**config.mk**
```make
export PLATFORM = sky130hd
export DESIGN_NAME = match_ctrl
export DESIGN_NICKNAME = d
export VERILOG_FILES = /design/src/rtl/snake_pkg.sv /design/src/rtl/match_ctrl_sat_counter.sv /design/src/rtl/match_ctrl.sv
export SDC_FILE = /design/constraint.sdc
export NUM_CORES = 1
export LEC_CHECK = 0
export ABC_AREA = 0
export CAP_MARGIN = 20
export CORE_MARGIN = 2
export CORE_UTILIZATION = 32
export DETAILED_ROUTE_END_ITERATION = 10
export PLACE_DENSITY = 0.65
export SETUP_SLACK_MARGIN = 0.05
export SYNTH_ARGS = -nofsm -noshare
export SYNTH_HDL_FRONTEND = slang
export SYNTH_HIERARCHICAL = 1
export SYNTH_SLANG_ARGS = --single-unit
```
**constraint.sdc**
```tcl
create_clock -name clk -period 2.1 [get_ports clk]
set_input_delay 0.315 -clock clk [delete_from_list [all_inputs] [get_ports clk]]
set_output_delay 0.315 -clock clk [all_outputs]
set_load 0.02 [all_outputs]
```
**src/rtl/snake_pkg.sv**
```systemverilog
// Shared types for the snake game: display mode, match FSM states and winner codes.
package snake_pkg;

  typedef enum logic [1:0] {
    MENU = 2'd0,
    GAME = 2'd1,
    END  = 2'd2
  } game_mode;

  typedef enum logic [2:0] {
    S_IDLE  = 3'd0,
    S_LOAD  = 3'd1,
    S_PLAY  = 3'd2,
    S_EVAL  = 3'd3,
    S_PAUSE = 3'd4,
    S_END   = 3'd5
  } match_state_e;

  localparam int ROUND_W = 3;

  localparam logic [1:0] WIN_NONE = 2'b00;
  localparam logic [1:0] WIN_P1   = 2'b01;
  localparam logic [1:0] WIN_P2   = 2'b10;
  localparam logic [1:0] WIN_DRAW = 2'b11;

endpackage

```
**src/rtl/match_ctrl_sat_counter.sv**
```systemverilog
// Up-counter that sticks at all-ones; clr wins over inc.
module sat_counter #(
  parameter int SCORE_W = 8
) (
  input  logic               clk,
  input  logic               rst,
  input  logic               inc,
  input  logic               clr,
  output logic [SCORE_W-1:0] cnt
);

  function automatic logic [SCORE_W-1:0] sat_inc(input logic [SCORE_W-1:0] v);
    return (&v) ? v : v + SCORE_W'(1);
  endfunction

  always_ff @(posedge clk) begin
    if (rst || clr) cnt <= '0;
    else if (inc)   cnt <= sat_inc(cnt);
  end

endmodule

```
**src/rtl/match_ctrl.sv**
```systemverilog
// Match-level controller: sequences rounds, tracks points and rounds won, decides the match.
module match_ctrl
  import snake_pkg::*;
#(
  parameter int ROUNDS_TO_WIN = 3,
  parameter int MAX_ROUNDS    = 5,
  parameter int WAIT_TICKS    = 4,
  parameter int SCORE_W       = 8
) (
  input  logic               clk,
  input  logic               rst,
  input  logic               tick,
  input  logic               start,
  input  logic               won,
  input  logic               lost,
  input  logic               draw,
  input  logic               eaten1,
  input  logic               eaten2,
  output game_mode           mode,
  output logic               map_reset,
  output logic               round_over,
  output logic               match_over,
  output logic [1:0]         winner,
  output logic [SCORE_W-1:0] score1,
  output logic [SCORE_W-1:0] score2,
  output logic [2:0]         rounds1,
  output logic [2:0]         rounds2,
  output logic [2:0]         pause_cnt
);

  match_state_e         state, state_next;
  logic [ROUND_W-1:0]   round_cnt;
  logic                 eaten1_q, eaten2_q;
  logic                 any_result;

  assign any_result = won | lost | draw;

  sat_counter #(.SCORE_W(SCORE_W)) u_score1 (
    .clk (clk),
    .rst (rst),
    .inc (state == S_PLAY && eaten1 && !eaten1_q),
    .clr (state == S_LOAD),
    .cnt (score1)
  );

  sat_counter #(.SCORE_W(SCORE_W)) u_score2 (
    .clk (clk),
    .rst (rst),
    .inc (state == S_PLAY && eaten2 && !eaten2_q),
    .clr (state == S_LOAD),
    .cnt (score2)
  );

  always_comb begin
    state_next = state;
    case (state)
      S_IDLE:  if (start) state_next = S_LOAD;
      S_LOAD:  state_next = S_PLAY;
      S_PLAY:  if (any_result) state_next = S_EVAL;
      S_EVAL:  if (rounds1 == ROUND_W'(ROUNDS_TO_WIN) || rounds2 == ROUND_W'(ROUNDS_TO_WIN) ||
                   round_cnt == ROUND_W'(MAX_ROUNDS))
                 state_next = S_END;
               else
                 state_next = S_PAUSE;
      S_PAUSE: if (pause_cnt == '0) state_next = S_LOAD;
      S_END:   if (start) state_next = S_IDLE;
      default: state_next = S_IDLE;
    endcase
  end

  always_ff @(posedge clk) begin
    if (rst) begin
      state      <= S_IDLE;
      mode       <= MENU;
      map_reset  <= 1'b0;
      round_over <= 1'b0;
      match_over <= 1'b0;
      winner     <= WIN_NONE;
      rounds1    <= '0;
      rounds2    <= '0;
      round_cnt  <= '0;
      pause_cnt  <= '0;
      eaten1_q   <= 1'b0;
      eaten2_q   <= 1'b0;
    end else begin
      state      <= state_next;
      eaten1_q   <= eaten1;
      eaten2_q   <= eaten2;
      map_reset  <= (state_next == S_LOAD);
      round_over <= 1'b0;
      // LOAD keeps the previous mode so the menu stays up until play starts
      case (state_next)
        S_IDLE:  mode <= MENU;
        S_END:   mode <= END;
        S_LOAD:  mode <= mode;
        default: mode <= GAME;
      endcase
      case (state)
        S_IDLE: if (start) begin
          rounds1   <= '0;
          rounds2   <= '0;
          round_cnt <= '0;
        end
        S_PLAY: if (any_result) begin
          round_over <= 1'b1;
          round_cnt  <= round_cnt + ROUND_W'(1);
          if (draw)      ;
          else if (lost) rounds2 <= rounds2 + ROUND_W'(1);
          else           rounds1 <= rounds1 + ROUND_W'(1);
        end
        S_EVAL: begin
          if (rounds1 == ROUND_W'(ROUNDS_TO_WIN))      winner <= WIN_P1;
          else if (rounds2 == ROUND_W'(ROUNDS_TO_WIN)) winner <= WIN_P2;
          else if (round_cnt == ROUND_W'(MAX_ROUNDS))
            winner <= (rounds1 > rounds2) ? WIN_P1 :
                      (rounds2 > rounds1) ? WIN_P2 : WIN_DRAW;
          else
            pause_cnt <= 3'(WAIT_TICKS);
          match_over <= (state_next == S_END);
        end
        S_PAUSE: if (tick && pause_cnt != '0) pause_cnt <= pause_cnt - 3'd1;
        S_END: if (start) begin
          winner     <= WIN_NONE;
          match_over <= 1'b0;
        end
        default: ;
      endcase
    end
  end

endmodule

```
# After elaboration in Yosys (flattened, before gate mapping)
# Cells that the tools add are included.
# Widths: inputs -> output; s select.
# totals
ff_bits,40
inputBits,9
output_inout_bits,32
# classes
add_sub_neg,6
order_cmp,2
eq_ne,21
muxes,33
bitwise_logic,5
reduce_logical,28
# op_table
op,n
$mux 3,16
$pmux 3 s2,4
$ne 2x2->1 const B,10
$pmux 3 s6,1
$add 8x1->8 const B,2
$reduce_and 8->1,2
$reduce_and 5->1,3
$eq 3x2->1 const B,4
$eq 3x3->1 const B,4
$mux 2,5
$add 3x1->3 const B,3
$logic_not 3->1,3
$eq 3x1->1 const B,2
$gt 3x3->1,2
$pmux 2 s3,1
$reduce_and 2->1,3
$reduce_and 3->1,2
$reduce_bool 2->1,3
$logic_and 1x1->1,5
$mux 1,4
$ne 4x4->1 const B,1
$pmux 2 s2,1
$logic_or 1x1->1,3
$not 1->1,3
other kinds (6),8

# Longest topological paths before layout
# Gate-level depths: netlist (run 1).
# logic_depth
word_depth,7
depth_mapped,7
depth_no_buf,7

# By module
# Netlist (run 1), hierarchy kept.
# by_module_without_submodules
mod,instances,cells_each,area_per_inst_um2
match_ctrl,1,142,1311.3
sat_counter,2,46,412.9

# Least setup slack after synthesis (run 1)
# OpenSTA, ideal clock, no wires.
# synth_timing
path_kind,flip-flop to flip-flop
start,register state[1]
end,register u_score1.cnt[5]
setup_ns,0.072
arrival_ns,1.905
t_required_ns,2.028
setup_slack_ns,0.123
path_stages_with_launch,7
path_buffers,1
synth_period_minus_slack_ns,1.977
path_cell_list,dfxtp_1 > or3b_1 > clkbuf_1 > nor3b_1 > nand4_1 > a211oi_1 > mux2i_1
# synth_between
elab_chain_len,4
word_cells_on_any_way,6
cone_classes,eq/ne (2); reduce/logical (4)
# synth_lines
element,line_no,rtl
start: declaration,match_ctrl.sv:31,"match_state_e state, state_next;"
start signal: assignment,match_ctrl.sv:86,state <= state_next;
$eq 3x2->1,match_ctrl.sv:41,".inc (state == S_PLAY && eaten1 && !eaten1_q),"
$logic_and 1x1->1 (2 in series),match_ctrl.sv:41,
$reduce_and 2->1 (no line),-,
end signal: assignment,match_ctrl_sat_counter.sv:18,else if (inc) cnt <= sat_inc(cnt);
end: declaration,match_ctrl_sat_counter.sv:9,output logic [SCORE_W-1:0] cnt
# Parallel ways exist; a longest one is shown, timed or not.
# A chain may end at the register's enable or synchronous reset.

# Worst setup path in the final report (run 1)
# layout_timing
start,register rounds2[0]
end,register mode[0]
# layout_between
elab_chain_len,7
word_cells_on_any_way,9
cone_classes,eq/ne (3); mux (3); reduce/logical (3)
# layout_lines
element,line_no,rtl
start: declaration,match_ctrl.sv:27,"output logic [2:0] rounds2,"
start signal: assignment,match_ctrl.sv:108,else if (lost) rounds2 <= rounds2 + ROUND_W'(1);
$eq 3x2->1 (*),match_ctrl.sv:60,S_EVAL: if (rounds1 == ROUND_W'(ROUNDS_TO_WIN) || rounds2 == ROUND_W'(ROUNDS_TO_WIN) ||
$logic_or 1x1->1 (*) (2 in series),match_ctrl.sv:60,
$mux 1 (*),match_ctrl.sv:60,
$pmux 3 s6 (*),match_ctrl.sv:56,case (state)
"$eq 3x1->1, or another cell as far along",match_ctrl.sv:92,case (state_next)
$pmux 2 s3,match_ctrl.sv:92,
end signal: assignment,match_ctrl.sv:95,S_LOAD: mode <= mode;
end: declaration,match_ctrl.sv:19,"output game_mode mode,"
# Every way passes the cells marked *; elsewhere a longest branch is shown, timed or not.

==> flow_metrics.py, run 1 <==
metrics = {
    "floorplan": {
        "floorplan.initialDensity": 0.333,
        "die_x_um": 85.7,
        "pin_count": 41,
        "rows": 29,
        "die_area_mm2": 0.00735,
        "core_area_mm2": 0.00642,
        "die_y_um": 85.7,
    },
    "power": {
        "p_leak_nw": 1.02,
        "powerDensity_mw_per_mm2": 632,
        "irDropWorstVdd_v": 0.000410,
        "p_total_mw": 1.74,
    },
    "grt": {
        "grt_max_degree": 35,
        "grt_usage": 0.139,
        "first_global_vias": 1724,
        "antenna_found_initial": 0,
        "grt_first_pass_wirelength_um": 8280,
        "grt_remaining_overflow": 0,
    },
    "placed_design": {
        "routabilityCongestion": 0.817,
        "dp_hpwl_um": 3450,
        "post_dp_cell_area_mm2": 0.00267,
        "pre_cts_slack_ns": 0.199,
        "placed_cells": 352,
        "portBuffers": 40,
    },
    "cts": {
        "clkLatencyLatePin_ns": 0.30,
        "cts-root-buf": "clkbuf_8",
        "cts_tree": "built",
        "clock-sinks": 40,
        "cts_setup_buffers": 0,
        "htreeDepth": 2,
        "cts_buffers": 5,
        "cts-hold-fix-buffers": 0,
        "clk_pin_slew_ns": 0.08,
        "clockBufferDepth": 2,
        "cts_resized": 0,
    },
    "timing": {
        "clock.fmax_mhz": 532,
        "setup_tns_ns": 0,
        "relSlewSlack": 0.509,
        "finalMaxSlewViolations": 0,
        "timing.final.ws_setup_ns": 0.221,
        "skew_ns": 0.00777,
        "rsz0062_at_grt": "false",
        "hold_viol": 0,
        "finalSetupViolCount": 0,
        "whs_ns": 0.482,
        "tightest_slew_ns": 0.735,
        "post-route-min-period_ns": 1.88,
        "final.period_utilization": 0.895,
    },
    "yosys": {
        "muxShareOfSynthArea": 0.0521,
        "synth-seq-cells": 40,
        "synth_top_family_by_area": "simple AND/OR/NAND/NOR gates",
        "syn_area_mm2": 0.00214,
        "synth-main-ff-cell": "dfxtp_1",
        "postSynthCellCount": 234,
        "yosys_warnings": 6,
        "synth-edff-count": 0,
        "synthAdderAreaFrac": 0.0761,
        "synth_cell_types": 49,
        "synth_compound_area_frac": 0.184,
        "syn_avg_cell_area_um2": 9.13,
        "yosys.area_share.xor_xnor": 0.00820,
        "async_flop_share": 0,
        "synth_nets": 256,
        "seq_area_frac_synth": 0.375,
        "yosys.area_share.simple": 0.267,
    },
    "detailed_routing": {
        "vias": 1944,
        "first_pass_iters": 7,
        "wl_per_cell_um": 13.7,
        "wl_um": 4930,
        "via_per_inst": 5.40,
        "drtIter0Drc": 81,
        "drtAntennaViolNets": 0,
        "drc": 6,
    },
    "min_path": {
        "holdCritPathClass": "flip-flop to flip-flop",
    },
    "finish": {
        "final_core_util": 0.430,
        "n_antenna_cell": 0,
        "area_growth_pct": 29.3,
        "fin_cells": 360,
        "drive_gt1_frac": 0.117,
        "num-fill-cells": 649,
        "final_cell_mix": "dfxtp_1 (40), clkdlybuf4s50_1 (40), a21oi_1 (20)",
        "stdcell_area_mm2": 0.00276,
        "fin_nets": 304,
    },
    "critical_path": {
        "crit_arrival_ns": 2.07,
        "crit_required_ns": 2.29,
        "end_kind": "flip-flop",
        "worstSetupPathType": "flip-flop to flip-flop",
        "startpoint_type": "flip-flop",
        "crit_fanout": 4,
    },
    "run": {
        "maxCapViolCount": 0,
    },
    "run_status": {
        "status": "finished, violations left",
        "violations": "design-rule violations",
    },
}
[final timing paths]
kind	startpoint	end	slack (ns)	cells past startpoint
worst max register to register	rounds2[0]	mode[0]	0.22	6
worst min register to register	mode[1]	mode[1]	0.48	2
worst min-delay path	mode[1]	mode[1]	0.48	2
worst max-delay path	rounds2[0]	mode[0]	0.22	6
[cell usage after synthesis (all sizes together), types with 2 or more instances]
library cell | instances | area, um2
nand4 | 2 | 12.5
and3 | 3 | 18.8
o22ai | 3 | 25.0
a21boi | 2 | 22.5
a22o | 2 | 17.5
a31oi | 5 | 31.3
nand3b | 4 | 30.0
and4 | 10 | 95.1
nor2 | 18 | 67.6
a21oi | 20 | 100
nand3 | 4 | 20.0
mux2i | 10 | 100
a311oi | 4 | 35.0
nor3b | 6 | 50.1
o21ai | 5 | 25.0
a211oi | 5 | 37.5
inv | 12 | 45.0
clkbuf | 4 | 15.0
ha | 13 | 163
or3 | 5 | 31.3
or2 | 3 | 18.8
nor3 | 7 | 35.0
nor2b | 10 | 62.6
or3b | 3 | 28.8
buf | 3 | 21.3
nand2 | 15 | 56.3
dfxtp | 40 | 801
[layer usage]
metal | wire length, um | vias up | share of wire | global-route usage
met3 | 344 | 8 | 0.070 | 0.0385
met2 | 2170 | 68 | 0.44 | 0.217
met5 | 0 | - | 0 | 0
met1 | 2360 | 903 | 0.48 | 0.190
met4 | 46 | 0 | 0.0093 | 0.0390
li1 | - | 965 | - | -
[power by group]
group | leakage, nW | total (mW) | switching (mW) | internal [mW]
sequential | 0.324 | 0.810 | 0.0209 | 0.789
combinational | 0.648 | 0.383 | 0.210 | 0.173
clock | 0.0510 | 0.552 | 0.289 | 0.263
total | 1.02 | 1.74 | 0.520 | 1.22
[cell type report]
type | instances | area, um2 | share of cell area
clock buffers | 6 | 82.6 | 0.0299
flip-flops and latches | 40 | 801 | 0.290
repair buffers | 48 | 473 | 0.171
well taps | 77 | 96.3 | 0.0349
clock inverters | 2 | 10.0 | 0.00362
inverters | 12 | 45.0 | 0.0163
multi-input cells | 175 | 1250 | 0.454
[logic make-up (layout without fill, tap and decap cells)]
| group | Yosys count | in the layout |
|---|---|---|
| adders and majority gates | 13 | 13 |
| muxes | 11 | 11 |
| AOI/OAI and AO/OA | 55 | 55 |
| DFF | 40 | 40 |
| buffers and inverters | 19 | 68 |
| xor gates and xnor gates | 2 | 2 |
| and+or+nand+nor | 94 | 94 |
[worst max-delay path: stages (launching register included)]
cell	delay [ns]
dfxtp_1	0.34
ha_1	0.20
ha_1	0.21
a211oi_1	0.42
a2bb2oi_1	0.28
and3_1	0.24
o22ai_1	0.07
[state kept, by name, summed over array words and instances, names as in the netlist, 3 cells and up]
signal        flops
round_cnt         3
u_score2/cnt      8
rounds1           3
pause_cnt         3
state             3
u_score1/cnt      8
rounds2           3
Power figures use the tool's default switching activity.
==> inputs of run 2 (changes only) <==
--- a/config.mk
+++ b/config.mk
@@ -6,7 +6,6 @@
 export NUM_CORES = 1
 export LEC_CHECK = 0
 export ABC_AREA = 0
-export CAP_MARGIN = 20
 export CORE_MARGIN = 2
 export CORE_UTILIZATION = 32
 export DETAILED_ROUTE_END_ITERATION = 10
@@ -14,5 +13,4 @@
 export SETUP_SLACK_MARGIN = 0.05
 export SYNTH_ARGS = -nofsm -noshare
 export SYNTH_HDL_FRONTEND = slang
-export SYNTH_HIERARCHICAL = 1
 export SYNTH_SLANG_ARGS = --single-unit
==> flow_metrics.py, run 2 <==
metrics = {
    "yosys": {
        "syn_area_mm2": 0.00204,
        "synth-seq-cells": 40,
        "synth_nets": 245,
        "yosysMostFrequentCell": "dfxtp_1",
        "async_flop_share": 0,
        "synth_area_leaders": "dfxtp_1 (39%), ha_1 (8.0%), nor2_1 (4.4%)",
        "synth_commonest_cells": "dfxtp_1 (40), nor2_1 (24), a21oi_1 (17), ha_1 (13)",
        "seq_area_frac_synth": 0.393,
        "syn_avg_cell_area_um2": 9.13,
        "yosys_warnings": 0,
        "synth-main-ff-cell": "dfxtp_1",
        "postSynthCellCount": 223,
        "yosysTopAreaCell": "dfxtp_1",
        "synth-edff-count": 0,
        "synth_cell_types": 49,
        "synth_top_area_frac": 0.393,
    },
    "finish": {
        "fin_cells": 355,
        "stdcell_area_mm2": 0.00274,
        "fin_nets": 299,
        "drive_gt1_frac": 0.122,
        "top_regs": "u_score1.cnt: 8 flops, u_score2.cnt: 8 flops",
        "final_cell_mix": "dfxtp_1 (40), clkdlybuf4s50_1 (40), nor2_1 (24)",
        "area_growth_pct": 34.8,
        "final_core_util": 0.440,
        "n_antenna_cell": 0,
    },
    "grt": {
        "grt_first_pass_wirelength_um": 8000,
        "first_global_vias": 1757,
        "grt_max_degree": 17,
        "grt_remaining_overflow": 0,
        "grt_usage": 0.138,
        "antenna_found_initial": 0,
    },
    "power": {
        "p_int_mw": 1.39,
        "clock_power_share": 0.366,
        "switching_power_mw": 0.509,
        "irDropWorstVdd_v": 0.000427,
        "p_leak_nw": 0.994,
        "seqPwrFrac": 0.435,
        "p_comb_frac": 0.200,
        "powerDensity_mw_per_mm2": 691,
        "p_sw_frac": 0.268,
        "p_total_mw": 1.90,
    },
    "min_path": {
        "holdCritPathClass": "flip-flop to flip-flop",
        "whs_path_depth": 2,
    },
    "critical_path": {
        "worstSetupPathType": "flip-flop to flip-flop",
        "startpoint_type": "flip-flop",
        "crit_fanout": 13,
        "crit_required_ns": 2.32,
        "crit_arrival_ns": 2.07,
        "worstPathCellList": "nor3b_4 -> nand4_1 -> or4_1 -> a21oi_1",
        "rr_worst_depth": 4,
        "end_kind": "flip-flop",
        "cp_slowest_stage_delay_ns": 0.45,
        "cp_slowest_cell": "dfxtp_1",
    },
    "cts": {
        "cts-hold-fix-buffers": 0,
        "clockBufferDepth": 2,
        "htreeDepth": 2,
        "clkLatencyLatePin_ns": 0.29,
        "cts-root-buf": "clkbuf_8",
        "cts_tree": "built",
        "clk_pin_slew_ns": 0.08,
        "clock-sinks": 40,
        "cts_setup_buffers": 0,
        "cts_resized": 0,
        "cts_buffers": 5,
    },
    "placed_design": {
        "placed_cells": 347,
        "routabilityCongestion": 0.831,
        "dp_hpwl_um": 3390,
        "portBuffers": 40,
        "pre_cts_slack_ns": 0.0595,
        "post_dp_cell_area_mm2": 0.00260,
    },
    "detailed_routing": {
        "wl_um": 4720,
        "drc": 0,
        "vias": 1876,
        "drtAntennaViolNets": 0,
        "first_pass_iters": 4,
        "drtIter0Drc": 38,
        "via_per_inst": 5.28,
        "wl_per_cell_um": 13.3,
    },
    "timing": {
        "setup_tns_ns": 0,
        "clock.fmax_mhz": 540,
        "final.period_utilization": 0.882,
        "tightest_slew_ns": 0.627,
        "skew_ns": 0.00330,
        "rsz0062_at_grt": "false",
        "finalMaxSlewViolations": 0,
        "hold_viol": 0,
        "whs_ns": 0.469,
        "finalSetupViolCount": 0,
        "relSlewSlack": 0.581,
        "timing.final.ws_setup_ns": 0.247,
        "post-route-min-period_ns": 1.85,
    },
    "run_status": {
        "status": "completed",
    },
    "floorplan": {
        "rows": 29,
        "core_area_mm2": 0.00624,
        "die_y_um": 83.8,
        "floorplan.initialDensity": 0.326,
        "die_x_um": 83.8,
        "die_area_mm2": 0.00702,
        "pin_count": 41,
    },
    "run": {
        "maxCapViolCount": 0,
    },
}
==> run 2: changes by cell type after synthesis, sizes merged, moves of 4 or more <==
cell   previous run  this run
mux2i            10         6
or4               0         6
nand2            15         9
o31ai             0         6
nand3             4        10
and4             10         0
a31oi             5         0
nor2             18        24
nor3b             6         2
xor2              1         5
nor2b            10         5
==> run 2: cell families after synthesis <==
logic type | share of synthesized area
AOI/OAI and AO/OA | 0.186
xor gates and xnor gates | 0.0258
adders and majority gates | 0.0799
buffers and inverters | 0.0412
DFF | 0.393
muxes | 0.0350
and+or+nand+nor | 0.239
==> run 2: routing by layer <==
layer / up-vias / routed length [um] / track usage
met4: 0 / 37 / 0.0352
met5: - / 0 / 0
met2: 53 / 2110 / 0.216
li1: 938 / - / -
met3: 4 / 263 / 0.0396
met1: 881 / 2310 / 0.187
==> run 2: layout make-up <==
cell class	instances	area, um2
Multi-Input combinational cell	165	1170
Sequential cell	40	801
Timing Repair Buffer	55	513
Clock inverter	1	30.0
Tap cell	77	96.3
Fill cell	635	3500
Clock buffer	7	96.3
Inverter	10	37.5
==> run 2: power groups by stage <==
stage | combinational (mW) | clock, mW | sequential, mW
after floorplan | 0.218 | 0 | 0.851
after global placement | 0.358 | 0 | 0.842
after detailed placement | 0.362 | 0 | 0.843
after CTS | 0.366 | 0.720 | 0.826
after global routing | 0.418 | 0.746 | 0.830
final | 0.379 | 0.693 | 0.825
==> run 2: path summary, 6_finish.rpt <==
check | end | slack [ns] | start
min reg2reg | match_over | 0.47 | match_over
max | u_score1.cnt[7] | 0.25 | state[2]
min | match_over | 0.47 | match_over
max reg2reg | u_score1.cnt[7] | 0.25 | state[2]
==> run 2: critical path, delay by kind of cell, from the launching register on <==
| kind | cells | cell delay, ns |
|---|---|---|
| AO/OA/AOI/OAI | 1 | 0.17 |
| AND/OR/NAND/NOR | 3 | 1.16 |
| flip-flops | 1 | 0.45 |
